`config.mk`:
```
export PLATFORM = sky130hd
export DESIGN_NAME = lane_rr_arbiter
export DESIGN_NICKNAME = d
export VERILOG_FILES = /design/src/rtl/lane_rr_arbiter.sv
export SDC_FILE = /design/constraint.sdc
export NUM_CORES = 1
export LEC_CHECK = 0
export CORE_MARGIN = 2
export CORE_UTILIZATION = 52
export CTS_BUF_LIST = sky130_fd_sc_hd__clkbuf_2
export CTS_CLUSTER_SIZE = 14
export DETAILED_ROUTE_END_ITERATION = 10
export GPL_TIMING_DRIVEN = 0
export PLACE_DENSITY_LB_ADDON = 0.15
export RECOVER_POWER = 25
export SYNTH_ARGS = -nofsm -noshare
export SYNTH_HDL_FRONTEND = slang
export SYNTH_SLANG_ARGS = --single-unit
```
`constraint.sdc`:
```
create_clock -name clk -period 5.25 [get_ports clk]
set_input_delay 1.05 -clock clk [delete_from_list [all_inputs] [get_ports clk]]
set_output_delay 1.05 -clock clk [all_outputs]
set_load 0.01 [all_outputs]
```
`src/rtl/lane_rr_arbiter.sv`:
```
`default_nettype none
// ============================================================================
//  Module      : lane_rr_arbiter
//  Description : Round-robin arbiter sharing one downstream consumer among
//                NUM_LANES burst-carrying lanes. Grant is held for a whole
//                burst (or until MAX_BURST beats). One registered output
//                stage, tagged with the source lane index.
//  Revision    : 1.0 - initial release
// ============================================================================
module lane_rr_arbiter #(
    parameter int NUM_LANES = 3,
    parameter int DW        = 8,
    parameter int MAX_BURST = 16,
    localparam int LW       = (NUM_LANES > 1) ? $clog2(NUM_LANES) : 1
) (
    input  logic                    clk,
    input  logic                    rst_n,
    input  logic [NUM_LANES-1:0]    req_valid,
    input  logic [NUM_LANES*DW-1:0] req_data,
    input  logic [NUM_LANES-1:0]    req_last,
    output logic [NUM_LANES-1:0]    req_ready,
    output logic                    out_valid,
    output logic [DW-1:0]           out_data,
    output logic                    out_last,
    output logic [LW-1:0]           out_lane,
    input  logic                    out_ready,
    output logic                    busy,
    output logic                    err_burst
);

    localparam int CW = $clog2(MAX_BURST + 1);

    localparam logic [0:0] S_IDLE = 1'b0;
    localparam logic [0:0] S_LOCK = 1'b1;

    logic [0:0]    state_q, state_d;
    logic [LW-1:0] ptr_q, ptr_d;
    logic [LW-1:0] gnt_q, gnt_d;
    logic [CW-1:0] beat_cnt_q, beat_cnt_d;
    logic          err_q, err_d;
    logic          out_valid_q, out_valid_d;
    logic [DW-1:0] out_data_q, out_data_d;
    logic          out_last_q, out_last_d;
    logic [LW-1:0] out_lane_q, out_lane_d;

    logic          w_take;
    logic          w_found;
    logic [LW-1:0] w_winner;
    logic [LW-1:0] w_sel_lane;
    logic          w_accept;
    logic [DW-1:0] w_beat_data;
    logic          w_beat_last;
    logic          w_forced;
    logic [LW-1:0] w_ptr_inc;

    // Output stage can take a new beat when empty or draining this cycle
    assign w_take = out_ready | ~out_valid_q;

    // Rotating priority search starting at ptr, wrapping modulo NUM_LANES
    always_comb begin
        logic [LW:0] cand;
        cand     = '0;
        w_found  = 1'b0;
        w_winner = '0;
        for (int k = 0; k < NUM_LANES; k++) begin
            cand = {1'b0, ptr_q} + (LW+1)'(k);
            if (cand >= (LW+1)'(NUM_LANES)) begin
                cand = cand - (LW+1)'(NUM_LANES);
            end
            if (!w_found && req_valid[cand[LW-1:0]]) begin
                w_found  = 1'b1;
                w_winner = cand[LW-1:0];
            end
        end
    end

    // FSM output process: per-lane ready and the lane currently being steered
    always_comb begin
        req_ready  = '0;
        w_sel_lane = w_winner;
        if (rst_n) begin
            case (state_q)
                S_IDLE: begin
                    if (w_found && w_take) begin
                        req_ready[w_winner] = 1'b1;
                    end
                end
                default: begin
                    w_sel_lane         = gnt_q;
                    req_ready[gnt_q]   = w_take;
                end
            endcase
        end
    end

    // Beat mux from the steered lane; release pointer wraps past the last lane
    always_comb begin
        w_beat_data = '0;
        w_beat_last = 1'b0;
        for (int i = 0; i < NUM_LANES; i++) begin
            if (w_sel_lane == LW'(i)) begin
                w_beat_data = req_data[i*DW +: DW];
                w_beat_last = req_last[i];
            end
        end
        if (w_sel_lane == LW'(NUM_LANES - 1)) begin
            w_ptr_inc = '0;
        end else begin
            w_ptr_inc = w_sel_lane + 1'b1;
        end
    end

    assign w_accept = |(req_ready & req_valid);
    // Beat being accepted is number beat_cnt_q+1; cap it at MAX_BURST
    assign w_forced = (state_q == S_LOCK) && w_accept && !w_beat_last &&
                      (beat_cnt_q == CW'(MAX_BURST - 1));

    // FSM next-state process: burst tracking, pointer advance, error flag
    always_comb begin
        state_d    = state_q;
        ptr_d      = ptr_q;
        gnt_d      = gnt_q;
        beat_cnt_d = beat_cnt_q;
        err_d      = err_q;
        case (state_q)
            S_IDLE: begin
                if (w_accept) begin
                    if (w_beat_last) begin
                        ptr_d = w_ptr_inc;
                    end else begin
                        state_d    = S_LOCK;
                        gnt_d      = w_winner;
                        beat_cnt_d = CW'(1);
                    end
                end
            end
            default: begin
                if (w_accept) begin
                    beat_cnt_d = beat_cnt_q + 1'b1;
                    if (w_beat_last || w_forced) begin
                        state_d    = S_IDLE;
                        ptr_d      = w_ptr_inc;
                        beat_cnt_d = '0;
                    end
                    if (w_forced) begin
                        err_d = 1'b1;
                    end
                end
            end
        endcase
    end

    // Output register next value: load on accept, drain on out_ready, else hold
    always_comb begin
        out_valid_d = out_valid_q;
        out_data_d  = out_data_q;
        out_last_d  = out_last_q;
        out_lane_d  = out_lane_q;
        if (w_accept) begin
            out_valid_d = 1'b1;
            out_data_d  = w_beat_data;
            out_last_d  = w_beat_last | w_forced;
            out_lane_d  = w_sel_lane;
        end else if (out_ready) begin
            out_valid_d = 1'b0;
        end
    end

    // FSM state register
    always_ff @(posedge clk or negedge rst_n) begin
        if (!rst_n) begin
            state_q <= S_IDLE;
        end else begin
            state_q <= state_d;
        end
    end

    // Arbitration bookkeeping and output stage registers
    always_ff @(posedge clk or negedge rst_n) begin
        if (!rst_n) begin
            ptr_q       <= '0;
            gnt_q       <= '0;
            beat_cnt_q  <= '0;
            err_q       <= 1'b0;
            out_valid_q <= 1'b0;
            out_data_q  <= '0;
            out_last_q  <= 1'b0;
            out_lane_q  <= '0;
        end else begin
            ptr_q       <= ptr_d;
            gnt_q       <= gnt_d;
            beat_cnt_q  <= beat_cnt_d;
            err_q       <= err_d;
            out_valid_q <= out_valid_d;
            out_data_q  <= out_data_d;
            out_last_q  <= out_last_d;
            out_lane_q  <= out_lane_d;
        end
    end

    assign out_valid = out_valid_q;
    assign out_data  = out_data_q;
    assign out_last  = out_last_q;
    assign out_lane  = out_lane_q;
    assign busy      = (state_q == S_LOCK);
    assign err_burst = err_q;

endmodule
`default_nettype wire
```
; ---- After elaboration in Yosys (flattened, before gate mapping)
; Index checks and enable logic that the tools add are counted.
[op_classes]
add_sub_neg = 7
multipliers = 0
n_div = 0
n_lt_le_gt_ge = 10
n_eq_ne = 5
shift = 0
muxes = 48
bitwise = 7
n_reduce_logical = 20
[op_table]
columns = operator, count
row1 = $mux W2, 14
row2 = $mux W5, 5
row3 = $mux W8, 3
row4 = $mux W1, 18
row5 = $lt A2 B3 Y1 const B, 5
row6 = $mux W3, 3
row7 = $reduce_and A3 Y1, 3
row8 = $logic_and A1 B1 Y1, 8
row9 = $and A3 B3 Y3, 2
row10 = $bmux W1 S2, 3
row11 = $ge A3 B2 Y1 const B, 2
row12 = $sub A2 B2 Y2 const B, 3
row13 = $add A5 B1 Y5 const B, 1
row14 = $eq A5 B4 Y1 const B, 1
row15 = $demux W1 S2, 2
row16 = $ge A2 B1 Y1 const B, 2
row17 = $reduce_bool A2 Y1, 2
row18 = $add A2 B1 Y3 const B, 1
row19 = $add A2 B2 Y3 const B, 1
row20 = $logic_not A1 Y1, 3
row21 = $not A1 Y1, 3
row22 = $reduce_or A3 Y1, 1
row23 = $add A2 B1 Y2 const B, 1
row24 = $eq A2 B1 Y1 const B, 1
row25 = 8 further kinds, 9
[word_totals]
regBits = 23
latch_bits = 0
ram_bits = 0
mem_bits_ro = 0
inputBits = 33
output_inout_bits = 17
n_memories = 0

; ---- Depth between registers and ports, before layout
[logic_depth]
word_depth = 27
depth_mapped = 11

; ---- Worst setup path after synthesis
; OpenSTA, ideal clock, no wires.
[synth_path]
kind = input -> output
from = in req_valid[1]
to = out req_ready[2]
arrival_ns = 2.273
required_ns = 4.200
path_slack_ns = 1.927
cell_stages = 6
path_buffers = 0
cell_sequence = a21boi_0 > or3b_1 > a31oi_1 > inv_1 > or2_2 > o31ai_1
[synth_between]
elab_chain_cells = 16
word_cells_on_any_way = 25
[synth_rtl]
columns = item, line_no
row1 = "start, declared", 18  ; input logic [NUM_LANES-1:0] req_valid,
row2 = $bmux W1 S2, 70  ; if (!w_found && req_valid[cand[LW-1:0]]) begin
row3 = $mux W1 (not written as such), 70
row4 = $mux W1, 70
row5 = $logic_not A1 Y1, 70
row6 = $logic_and A1 B1 Y1, 70
row7 = $mux W1, 70
row8 = $logic_not A1 Y1, 70
row9 = $logic_and A1 B1 Y1, 70
row10 = $mux W2, 70
row11 = $lt A2 B3 Y1 (not written as such) or $ge A2 B1 Y1 (tied branches), 85  ; req_ready[w_winner] = 1'b1;
row12 = $logic_and A1 B1 Y1 (not written as such), 85
row13 = $mux W1 (not written as such), 85
row14 = $demux W1 S2, 85
row15 = $mux W3 (*), 84  ; if (w_found && w_take) begin
row16 = $mux W3 (*), 82  ; case (state_q)
row17 = $mux W3 (*), 81  ; if (rst_n) begin
row18 = "end, declared", 21  ; output logic [NUM_LANES-1:0] req_ready,
; Mark *: on every way between the ends. The rest lies on a longest branch, timed or not. The select of a mux whose other input is x is not followed.

; ---- Final worst setup path
[layout_path]
from = in rst_n
to = out req_ready[2]
[layout_between]
elab_chain_cells = 1
[layout_rtl]
columns = item, line_no
row1 = "start, declared", 17  ; input logic rst_n,
row2 = $mux W3, 81
; No other way between the ends.

==> results.json <==
{
  "required_ns": 4.20,
  "dr.pass1.iters": 4,
  "relSlewSlack": 0.231,
  "cts_tree": "yes",
  "netlist_instances": 181,
  "drive_above_1_share": 0.0897,
  "start_kind": "input port",
  "grt_overflow": 0,
  "ant_nets": 0,
  "die_x_um": 59.7,
  "grt_pass1_vias": 1522,
  "p_per_area_nw_per_um2": 509,
  "async_flop_share": 1.00,
  "r2r_start": "ptr_q[0]",
  "setup_viol": 0,
  "die_y_um": 59.7,
  "start_util": 0.538,
  "wl_mm": 4.07,
  "clockBufferDepth": 2,
  "vias": 1589,
  "grt_use_total": 0.252,
  "h-tree-depth": 1,
  "worstSkewPairLatency_ns": 0.35,
  "path_class": "in -> out",
  "crit_arrival_ns": 3.54,
  "synth_nets": 220,
  "path_max_fanout": 26,
  "yosysMostFrequentCell": "nor2_1",
  "synth.avg_cell_area_um2": 8.92,
  "drv_slew": 0,
  "power.total_uw": 1100,
  "synth-edff-count": 0,
  "period_needed_ns": 4.59,
  "fill_cells": 246,
  "ys_ff_latch": 23,
  "tightest_slew_ns": 1.15,
  "rr_worst_depth": 10,
  "coreArea_um2": 3000,
  "rsz0062_at_grt": "false",
  "hpwl_mm": 3.23,
  "synth_top_area_share": 0.356,
  "wl_per_cell_um": 15.2,
  "hold_start": "err_burst",
  "antenna_found_initial": 0,
  "irDropWorstVdd_v": 0.000237,
  "hold_buffers": 0,
  "rows": 20,
  "end_kind": "primary output",
  "setup_tns_ns": 0,
  "netlist_top_cells_count": "25 x nor2_1, 23 x dfrtp_1, 15 x inv_1, 10 x nand2_1",
  "maxCapViolCount": 0,
  "port-buffer-count": 49,
  "min_path_type": "reg -> reg",
  "nets": 274,
  "fin_crit_sh": 0.874,
  "grt_pass1_wl_mm": 6.69,
  "critPathCapture": "req_ready[2]",
  "drc": 0,
  "cts.clk_slew.worst_paths_ns": 0.20,
  "netlist_top_cells_area": "dfrtp_1 36%, nor2_1 5.8%, mux2_2 5.6%",
  "leakagePower_uw": 0.000932,
  "io_pins": 50,
  "syn_area_um2": 1620,
  "synth_flop_cell": "dfrtp_1",
  "viasPerCell": 5.95,
  "syn2layout_area_growth_pct": 34.3,
  "fmax_mhz": 218,
  "critPathLaunch": "rst_n",
  "ys_types": 45,
  "synth_area_leader_cell": "dfrtp_1",
  "fin_worst_skew_ns": 0.0177,
  "status": "finished clean",
  "clockRootBuffer": "clkbuf_2",
  "clock-sinks": 23,
  "die_area_um2": 3570,
  "r2r_end": "gnt_q[1]",
  "yosysWarnings": 0,
  "n_antenna_cell": 0,
  "finalHoldViolCount": 0,
  "grt_max_degree": 27,
  "rrSetupSlack_ns": 2.10,
  "place.gp.congestion": 0.970,
  "drtIter0Drc": 94,
  "yosysSeqAreaShare": 0.356,
  "worst_slack_ns": 0.663,
  "pre_cts_slack_ns": 0.205,
  "cts_buffers": 3
}
## through the flow
step | std cells | hold slack, ns | util | area (um2)
2_1_floorplan | 181 | 0.493 | - | 1620
6_report | 267 | 0.503 | 0.723 | 2170
3_5_place_dp | 263 | 0.469 | 0.715 | 2150
4_1_cts | 267 | 0.511 | 0.722 | 2170
3_3_place_gp | 263 | 0.460 | 0.715 | 2150
5_1_grt | 267 | 0.543 | 0.723 | 2170
## placed cells by master, fill, tap and decap left out, drive strengths merged, types with 3 or more instances in the layout
master / netlist / final
and2: 6 / 6
mux2: 11 / 11
a31oi: 4 / 4
nand2: 10 / 10
o22ai: 3 / 3
nand2b: 6 / 6
clkdlybuf4s50: 0 / 48
a21oi: 5 / 5
mux2i: 3 / 3
nor2: 25 / 25
a221oi: 8 / 8
o21ai: 5 / 5
ha: 6 / 6
inv: 15 / 15
dfrtp: 23 / 23
clkbuf: 4 / 7
nand3: 3 / 3
nor2b: 5 / 5
o211ai: 4 / 4
## power breakdown
| group | switching, uW | total (uW) | internal, uW |
|---|---|---|---|
| sequential | 57.3 | 314 | 256 |
| clock | 55.2 | 72.4 | 17.2 |
| combinational | 370 | 717 | 348 |
## cell type report
class                      instances  area, um2  area share
buffer                             6       25.0      0.0115
clock buffer                       3       15.0     0.00692
clock inverter                     1       5.00     0.00231
inverter                          15       56.3      0.0260
multi-input combinational        137        958       0.442
sequential                        23        576       0.265
tap                               33       41.3      0.0190
timing repair buffer              49        493       0.227
## repair_timing
action,CTS,global route
setup endpoints to repair,0,1
gates resized for setup,0,1
buffers inserted,0,0
## critical path: stages
cell,delay (ns)
dlymetal6s2s_1,0.84
nand2_1,0.21
a311o_1,0.47
or2_2,0.32
o31ai_1,0.07
clkdlybuf4s50_1,0.57
## worst min-delay path by stage
stage	end	slack [ns]	cells past startpoint
after global routing	err_burst	0.54	1
after global placement	err_burst	0.46	1
after detailed placement	err_burst	0.47	1
final	err_burst	0.50	1
after floorplan	err_burst	0.49	1
after CTS	err_burst	0.51	1
## layer usage
metal  vias to the layer above  wire length [um]  track usage
met5                         -                 0            0
met4                         0                74        0.102
met3                         8               231       0.0519
met2                        59              2060        0.436
met1                       755              1710        0.302
li1                        767                 -            -
## flip-flops by register name, indices dropped and copies added (netlist names)
name	count
gnt_q	2
err_burst	1
out_lane	2
busy	1
out_last	1
out_valid	1
out_data	8
ptr_q	2
beat_cnt_q	5
## kinds of logic (layout without fill, tap and decap cells)
| group | after synthesis | count (layout) | share of synthesized area |
|---|---|---|---|
| compound gates | 47 | 47 | 0.218 |
| fa+ha+maj | 6 | 6 | 0.0465 |
| buf+inv | 21 | 74 | 0.0503 |
| flops | 23 | 23 | 0.356 |
| mux | 14 | 14 | 0.102 |
| simple gates | 70 | 70 | 0.227 |
No activity file was read; power rests on OpenSTA's default activity.
